===== src/rtl/zxuno_mapper_ext_if.sv =====
// CPU-side Z80 bus and SRAM-side strobes of the ZX-Uno memory mapper.
interface zxuno_mapper_ext_if #(
  parameter int unsigned SRAM_AW = 21
);
  logic [15:0]        a;
  logic [7:0]         din;
  logic               mreq_n;
  logic               iorq_n;
  logic               rd_n;
  logic               wr_n;
  logic               m1_n;
  logic [SRAM_AW-1:0] sram_addr;
  logic               sram_we_n;
  logic               ram_oe_n;
  logic               bootrom_oe_n;

  modport master (
    output a, din, mreq_n, iorq_n, rd_n, wr_n, m1_n,
    input  sram_addr, sram_we_n, ram_oe_n, bootrom_oe_n
  );

  modport slave (
    input  a, din, mreq_n, iorq_n, rd_n, wr_n, m1_n,
    output sram_addr, sram_we_n, ram_oe_n, bootrom_oe_n
  );
endinterface


===== src/rtl/zxuno_mapper_ext.sv =====
// ZX-Uno memory mapper: 128K/+3 paging with widened RAM bank, DivMMC automapper
// and mapped-page write protect. Address path is combinational from bus and state.
module zxuno_mapper_ext #(
  parameter int unsigned RAM_BANK_BITS    = 3,
  parameter int unsigned SRAM_AW          = 21,
  parameter int unsigned ROM_BASE16       = 8,
  parameter int unsigned DIVMMC_BASE8     = 64,
  parameter int unsigned DIVMMC_PAGE_BITS = 4,
  parameter int unsigned DIVMMC_ROM8      = 48
) (
  input  logic                clk,
  input  logic                rst,
  zxuno_mapper_ext_if.slave   bus,
  input  logic                boot_mode,
  input  logic [SRAM_AW-15:0] mastermapper,
  input  logic                divmmc_en,
  input  logic                divmmc_nmi_dis,
  output logic                vram_page,
  output logic                divmmc_paged,
  output logic                nmi_enable
);
  localparam int unsigned P16W     = SRAM_AW - 14;
  localparam int unsigned P8W      = SRAM_AW - 13;
  localparam int unsigned DFFD_W   = (RAM_BANK_BITS > 3) ? RAM_BANK_BITS - 3 : 1;
  localparam bit          HAS_DFFD = (RAM_BANK_BITS > 3);

  typedef enum logic [1:0] {
    ST_UNMAPPED, ST_PEND_ON, ST_MAPPED, ST_PEND_OFF
  } state_e;

  state_e                      state_q, state_d;
  logic [5:0]                  p7ffd_q, p7ffd_d;
  logic [2:0]                  p1ffd_q, p1ffd_d;
  logic [DFFD_W-1:0]           pdffd_q, pdffd_d;
  logic                        conmem_q, conmem_d;
  logic                        mapram_q, mapram_d;
  logic [DIVMMC_PAGE_BITS-1:0] page_q, page_d;

  logic io_wr, wr_7ffd, wr_1ffd, wr_dffd, wr_e3;
  logic fetch, fetch_3d, entry_pt, exit_pt, paged;

  always_ff @(posedge clk) begin
    if (rst) begin
      state_q  <= ST_UNMAPPED;
      p7ffd_q  <= '0;
      p1ffd_q  <= '0;
      pdffd_q  <= '0;
      conmem_q <= 1'b0;
      mapram_q <= 1'b0;
      page_q   <= '0;
    end else begin
      state_q  <= state_d;
      p7ffd_q  <= p7ffd_d;
      p1ffd_q  <= p1ffd_d;
      pdffd_q  <= pdffd_d;
      conmem_q <= conmem_d;
      mapram_q <= mapram_d;
      page_q   <= page_d;
    end
  end

  // Port write decode and automapper trigger addresses.
  always_comb begin
    io_wr    = !bus.iorq_n && !bus.wr_n;
    wr_7ffd  = io_wr && !p7ffd_q[5] && !bus.a[15] && bus.a[14] && (bus.a[1:0] == 2'b01);
    wr_1ffd  = io_wr && !p7ffd_q[5] && (bus.a[15:12] == 4'b0001) && (bus.a[1:0] == 2'b01);
    wr_dffd  = io_wr && !p7ffd_q[5] && (bus.a[15:12] == 4'b1101) && (bus.a[1:0] == 2'b01);
    wr_e3    = io_wr && (bus.a[7:0] == 8'hE3);
    fetch    = !bus.mreq_n && !bus.rd_n && !bus.m1_n;
    fetch_3d = fetch && (bus.a[15:8] == 8'h3D);
    entry_pt = fetch && ((bus.a == 16'h0000) || (bus.a == 16'h0008) ||
                         (bus.a == 16'h0038) || (bus.a == 16'h04C6) ||
                         (bus.a == 16'h0562) || ((bus.a == 16'h0066) && !divmmc_nmi_dis));
    exit_pt  = fetch && (bus.a[15:3] == 13'h03FF);
    paged    = (state_q == ST_MAPPED) || (state_q == ST_PEND_OFF);
  end

  // Register loads and automapper next state.
  always_comb begin
    p7ffd_d  = p7ffd_q;
    p1ffd_d  = p1ffd_q;
    pdffd_d  = pdffd_q;
    conmem_d = conmem_q;
    mapram_d = mapram_q;
    page_d   = page_q;
    state_d  = state_q;

    if (wr_7ffd) p7ffd_d = bus.din[5:0];
    if (wr_1ffd) p1ffd_d = bus.din[2:0];
    if (wr_dffd && HAS_DFFD) pdffd_d = bus.din[DFFD_W-1:0];
    if (wr_e3) begin
      conmem_d = bus.din[7];
      mapram_d = mapram_q | bus.din[6];
      page_d   = bus.din[DIVMMC_PAGE_BITS-1:0];
    end

    case (state_q)
      ST_UNMAPPED: begin
        if (fetch_3d)      state_d = ST_MAPPED;
        else if (entry_pt) state_d = ST_PEND_ON;
      end
      ST_PEND_ON:  if (bus.m1_n) state_d = ST_MAPPED;
      ST_MAPPED:   if (exit_pt)  state_d = ST_PEND_OFF;
      ST_PEND_OFF: begin
        if (fetch_3d)      state_d = ST_MAPPED;
        else if (bus.m1_n) state_d = ST_UNMAPPED;
      end
      default:     state_d = ST_UNMAPPED;
    endcase
    if (!divmmc_en) state_d = ST_UNMAPPED;
  end

  logic [1:0]               area;
  logic [1:0]               rom_num;
  logic [2:0]               ar_bank;
  logic [RAM_BANK_BITS-1:0] eff_bank;
  logic [P8W-1:0]           page8;
  logic                     div_map, div_prot, allram, used, writable, boot_sel;

  // Address decode: boot ROM > DivMMC > all-RAM > normal 128K map.
  always_comb begin
    area     = bus.a[15:14];
    rom_num  = {p1ffd_q[2], p7ffd_q[4]};
    eff_bank = RAM_BANK_BITS'({pdffd_q, p7ffd_q[2:0]});
    div_map  = divmmc_en && (paged || conmem_q || fetch_3d);
    div_prot = mapram_q && !conmem_q;
    allram   = p1ffd_q[0] && !boot_mode;
    case (p1ffd_q[2:1])
      2'd0:    ar_bank = {1'b0, area};
      2'd1:    ar_bank = {1'b1, area};
      2'd2:    ar_bank = (area == 2'd3) ? 3'd3 : {1'b1, area};
      default: ar_bank = (area == 2'd3) ? 3'd3 : (area == 2'd1) ? 3'd7 : {1'b1, area};
    endcase

    page8    = '0;
    used     = 1'b0;
    writable = 1'b0;
    boot_sel = 1'b0;
    if (!bus.mreq_n) begin
      used = 1'b1;
      if ((area == 2'd0) && boot_mode) begin
        used     = 1'b0;
        boot_sel = 1'b1;
      end else if ((area == 2'd0) && div_map) begin
        if (!bus.a[13]) begin
          page8 = div_prot ? P8W'(DIVMMC_BASE8 + 3) : P8W'(DIVMMC_ROM8);
        end else begin
          page8    = P8W'(DIVMMC_BASE8) + P8W'(page_q);
          writable = !(div_prot && (page_q == DIVMMC_PAGE_BITS'(3)));
        end
      end else if (allram) begin
        page8    = {P16W'(ar_bank), bus.a[13]};
        writable = 1'b1;
      end else begin
        writable = 1'b1;
        case (area)
          2'd0: begin
            page8    = {P16W'(ROM_BASE16) + P16W'(rom_num), bus.a[13]};
            writable = 1'b0;
          end
          2'd1:    page8 = {P16W'(3'd5), bus.a[13]};
          2'd2:    page8 = {P16W'(3'd2), bus.a[13]};
          default: page8 = boot_mode ? {mastermapper, bus.a[13]} : {P16W'(eff_bank), bus.a[13]};
        endcase
      end
    end

    bus.sram_addr    = used ? {page8, bus.a[12:0]} : '0;
    bus.ram_oe_n     = !(used && !bus.rd_n);
    bus.sram_we_n    = !(used && writable && !bus.wr_n);
    bus.bootrom_oe_n = !boot_sel;
  end

  assign vram_page    = p7ffd_q[3];
  assign divmmc_paged = paged;
  assign nmi_enable   = divmmc_en && paged && !divmmc_nmi_dis;
endmodule


===== src/flat_wrapper.sv =====
// flat-port wrapper written by rule: the top's interface ports become plain ports
module zxuno_mapper_ext_flat 
#(
  parameter int unsigned RAM_BANK_BITS    = 3,
  parameter int unsigned SRAM_AW          = 21,
  parameter int unsigned ROM_BASE16       = 8,
  parameter int unsigned DIVMMC_BASE8     = 64,
  parameter int unsigned DIVMMC_PAGE_BITS = 4,
  parameter int unsigned DIVMMC_ROM8      = 48
)
  (clk, rst, boot_mode, mastermapper, divmmc_en, divmmc_nmi_dis, vram_page, divmmc_paged, nmi_enable, bus_a, bus_din, bus_mreq_n, bus_iorq_n, bus_rd_n, bus_wr_n, bus_m1_n, bus_sram_addr, bus_sram_we_n, bus_ram_oe_n, bus_bootrom_oe_n);
  zxuno_mapper_ext_if #(.SRAM_AW(SRAM_AW)) bus_i ();
  input  logic clk;
  input  logic rst;
  input  logic boot_mode;
  input  logic [SRAM_AW-15:0] mastermapper;
  input  logic divmmc_en;
  input  logic divmmc_nmi_dis;
  output logic vram_page;
  output logic divmmc_paged;
  output logic nmi_enable;
  input wire logic [$bits(bus_i.a)-1:0] bus_a;
  input wire logic [$bits(bus_i.din)-1:0] bus_din;
  input wire logic [$bits(bus_i.mreq_n)-1:0] bus_mreq_n;
  input wire logic [$bits(bus_i.iorq_n)-1:0] bus_iorq_n;
  input wire logic [$bits(bus_i.rd_n)-1:0] bus_rd_n;
  input wire logic [$bits(bus_i.wr_n)-1:0] bus_wr_n;
  input wire logic [$bits(bus_i.m1_n)-1:0] bus_m1_n;
  output wire logic [$bits(bus_i.sram_addr)-1:0] bus_sram_addr;
  output wire logic [$bits(bus_i.sram_we_n)-1:0] bus_sram_we_n;
  output wire logic [$bits(bus_i.ram_oe_n)-1:0] bus_ram_oe_n;
  output wire logic [$bits(bus_i.bootrom_oe_n)-1:0] bus_bootrom_oe_n;
  assign bus_i.a = bus_a;
  assign bus_i.din = bus_din;
  assign bus_i.mreq_n = bus_mreq_n;
  assign bus_i.iorq_n = bus_iorq_n;
  assign bus_i.rd_n = bus_rd_n;
  assign bus_i.wr_n = bus_wr_n;
  assign bus_i.m1_n = bus_m1_n;
  assign bus_sram_addr = bus_i.sram_addr;
  assign bus_sram_we_n = bus_i.sram_we_n;
  assign bus_ram_oe_n = bus_i.ram_oe_n;
  assign bus_bootrom_oe_n = bus_i.bootrom_oe_n;
  zxuno_mapper_ext #(.RAM_BANK_BITS(RAM_BANK_BITS), .SRAM_AW(SRAM_AW), .ROM_BASE16(ROM_BASE16), .DIVMMC_BASE8(DIVMMC_BASE8), .DIVMMC_PAGE_BITS(DIVMMC_PAGE_BITS), .DIVMMC_ROM8(DIVMMC_ROM8)) u_core (.clk(clk), .rst(rst), .bus(bus_i), .boot_mode(boot_mode), .mastermapper(mastermapper), .divmmc_en(divmmc_en), .divmmc_nmi_dis(divmmc_nmi_dis), .vram_page(vram_page), .divmmc_paged(divmmc_paged), .nmi_enable(nmi_enable));
endmodule

===== config.mk =====
export PLATFORM = sky130hd
export DESIGN_NAME = zxuno_mapper_ext_flat
export DESIGN_NICKNAME = d
export VERILOG_FILES = /design/src/rtl/zxuno_mapper_ext_if.sv /design/src/rtl/zxuno_mapper_ext.sv /design/src/flat_wrapper.sv
export SDC_FILE = /design/constraint.sdc
export NUM_CORES = 1
export LEC_CHECK = 0
export CAP_MARGIN = 0
export CELL_PAD_IN_SITES_DETAIL_PLACEMENT = 1
export CELL_PAD_IN_SITES_GLOBAL_PLACEMENT = 1
export CORE_MARGIN = 2
export CORE_UTILIZATION = 24
export CTS_CLUSTER_DIAMETER = 80
export DETAILED_ROUTE_END_ITERATION = 12
export GPL_ROUTABILITY_DRIVEN = 0
export PLACE_DENSITY_LB_ADDON = 0.1
export SYNTH_ARGS = -nofsm -noshare
export SYNTH_HDL_FRONTEND = slang
export SYNTH_SLANG_ARGS = --single-unit

===== constraint.sdc =====
create_clock -name clk -period 1.74 [get_ports clk]
set_clock_uncertainty 0.1 [all_clocks]
set_input_delay 0.174 -clock clk [delete_from_list [all_inputs] [get_ports clk]]
set_output_delay 0.174 -clock clk [all_outputs]
set_load 0.03 [all_outputs]

==> reports/results.ini <==
[outcome]
outcome = finished, violations left
failed_checks = setup timing

[synthesis]
syn_nets = 212
async_flop_share_pct = 0
synth_area_sq_um = 1290
yosysWarnings = 0
synth_flop_cell = dfxtp_1
synthMuxAreaShare_pct = 10.2
synth-edff-count = 0
synthAdderAreaFrac_pct = 0
synth_top_family_by_area = simple AND/OR/NAND/NOR gates
syn-instance-count = 171
yosysSeqAreaShare_pct = 26.4
ys_ff_latch = 17
synth.avg_cell_area_sq_um = 7.54
synth_compound_area_share_pct = 20.6
synth_cell_type_count = 45
synth-simple-area-share_pct = 40.0
synth-xor-area-share_pct = 0

[die]
core_sq_um = 5140
ioPinCount = 68
dieArea_sq_um = 5980
die_x_um = 77.3
fp-row-count = 26
start_util_pct = 25.1
die_h_um = 77.3

[worst_setup_path]
cp_slowest_cell = or4_4
end_kind = primary output
rrSetupSlack_ns = 0.44
crit_chain = buf_6, or4_4, o31ai_4, nand3_4, or3_4, a21oi_4, buf_6
reg2reg_to = u_core.state_q[0]
cpMostUsedCell = buf_6
slowest_delay_ns = 0.56
critPathMaxFanout = 5
worstSetupEndpoint = bus_sram_addr[18]
critPathArrivalTime_ns = 1.92
criticalPathCategory = input pin to primary output
crit_required_ns = 1.47
start_kind = input pin
r2r_start = u_core.state_q[0]
crit_path_start = bus_a[9]
r2r_cells = 5

[finish]
syn2layout_area_growth_pct = 101
fin_area_sq_um = 2590
final_util_pct = 50.4
final_cell_mix = 47 x buf_4, 29 x clkdlybuf4s50_1, 22 x buf_6, 19 x nor2_1, 17 x dfxtp_1
diodes = 0
final_nets = 322
final_common_cell = buf_4
fillerInstances = 646
drive_above_1_share_pct = 38.9

[cts]
clkLatencyLatePin_ns = 0.25
cts_hold_buf = 0
root_buffer = clkbuf_8
clock_path_buffers = 2
h-tree-depth = 1
cts_tree = done
clk_pin_slew_ns = 0.07
clkSinkCount = 17
cts_buffers = 3

[drt]
vias = 1767
drt_iter0_markers = 81
wl_um = 5640
wl_per_cell_um = 16.1
drt-pass1-iter-count = 4
via_per_inst = 5.05
drc = 0
ant_nets = 0

[power]
power.density_nw_per_um2 = 432
p_leak_uw = 0.00106
ir_drop_v = 0.000375

[sta]
hold_ws_ns = 0.292
drv_slew = 0
fmax_mhz = 456
finalWorstSetupSlack_ns = -0.451
period_share_pct = 126
max_slew_margin_pct = 72.7
finalHoldViolCount = 0
tightest_slew_ns = 0.399
finalCriticalPeriod_ns = 2.19
setup_viol = 9
rsz0062_at_grt = true

[global_route]
met2_usage_pct = 36.3
grt_max_degree = 16
track_usage_pct = 19.5
grtUsageMet1_pct = 22.3
antenna_found_initial = 0
grt.met3_usage_pct = 4.00
grt_overflow = 0
grt_pass1_wl_um = 9260
grt.busiest_layer = met2
grt_pass1_vias = 1883

[place]
dpl_worst_slack_ns = -0.862
place.port_buffers = 67
dpl.hpwl_um = 4460
place_area_sq_um = 2320

[worst_hold_path]
hp-class = input pin to flip-flop

[flow_run]
drv_cap = 0

[cells in the mapped netlist (all sizes together) (4+ instances only)]
master / instances / area [sq um]
o21ai: 7 / 35.0
dfxtp: 17 / 340
nand2: 13 / 48.8
nand3: 12 / 70.1
mux2i: 12 / 120
clkbuf: 7 / 26.3
nor2: 21 / 78.8
nor4: 4 / 31.3
and2: 12 / 75.1
nor3: 5 / 25.0
a21oi: 11 / 55.1
[routing by layer]
metal | wire, um | vias up
li1 | - | 856
met1 | 2320 | 845
met2 | 2920 | 55
met3 | 293 | 11
met4 | 104 | 0
met5 | 0 | -
[area by class of cell]
cell class	instances	area, sq um	area share, %
inverter	3	11.3	0.435
clock buffer	4	45.0	1.74
multi-input combinational	145	1090	42.2
tap	70	87.6	3.38
timing repair buffer	111	1010	39.1
sequential	17	340	13.1
[critical path: cells and delay by family]
kind | cells | cell delay, ns
buffers and inverters | 2 | 0.23
AO/OA/AOI/OAI | 2 | 0.38
AND/OR/NAND/NOR | 3 | 1.13
[how the worst min path moves through the flow]
| stage | slack (ns) | cells after the start | start | endpoint |
|---|---|---|---|---|
| 5_1_grt | 0.29 | 4 | bus_m1_n | u_core.state_q[1] |
| 2_1_floorplan | 0.14 | 1 | rst | u_core.p1ffd_q[0] |
| 3_5_place_dp | 0.37 | 2 | u_core.p1ffd_q[1] | u_core.p1ffd_q[1] |
| 4_1_cts | 0.28 | 4 | bus_m1_n | u_core.state_q[1] |
| 6_report | 0.29 | 4 | bus_m1_n | u_core.state_q[1] |
| 3_3_place_gp | 0.37 | 2 | u_core.p1ffd_q[1] | u_core.p1ffd_q[1] |
[sequential cells by signal, summed over array words and instances (netlist names)]
name	count
u_core.conmem_q	1
u_core.mapram_q	1
u_core.p1ffd_q	3
u_core.p7ffd_q	6
u_core.page_q	4
u_core.state_q	2
[where the power goes]
part / internal, uW / switching (uW) / leakage (uW)
Clock: 163 / 137 / 0.0000228
Sequential: 390 / 0.767 / 0.000137
Combinational: 221 / 208 / 0.000896
[kinds of logic after synthesis]
kind of cell / after synthesis
flip-flops: 17
AND/OR/NAND/NOR: 93
buffers and inverters: 10
multiplexers: 13
AO/OA/AOI/OAI: 38
[through the flow]
stage	total power [uW]	std cells	TNS [ns]
6_report	1120	350	-3.09
2_1_floorplan	554	171	-1.36
5_1_grt	1190	350	-3.87
4_1_cts	1120	348	-3.61
3_5_place_dp	793	336	-16.13
3_3_place_gp	790	336	-15.76
[repair_timing]
action | 4_1_cts | 5_1_grt
cloned | 2 | 0
pin swaps | 13 | 13
setup endpoints to repair | 36 | 32
buffers inserted | 6 | 2
resized for setup | 60 | 14
Power figures use the tool's default switching activity.
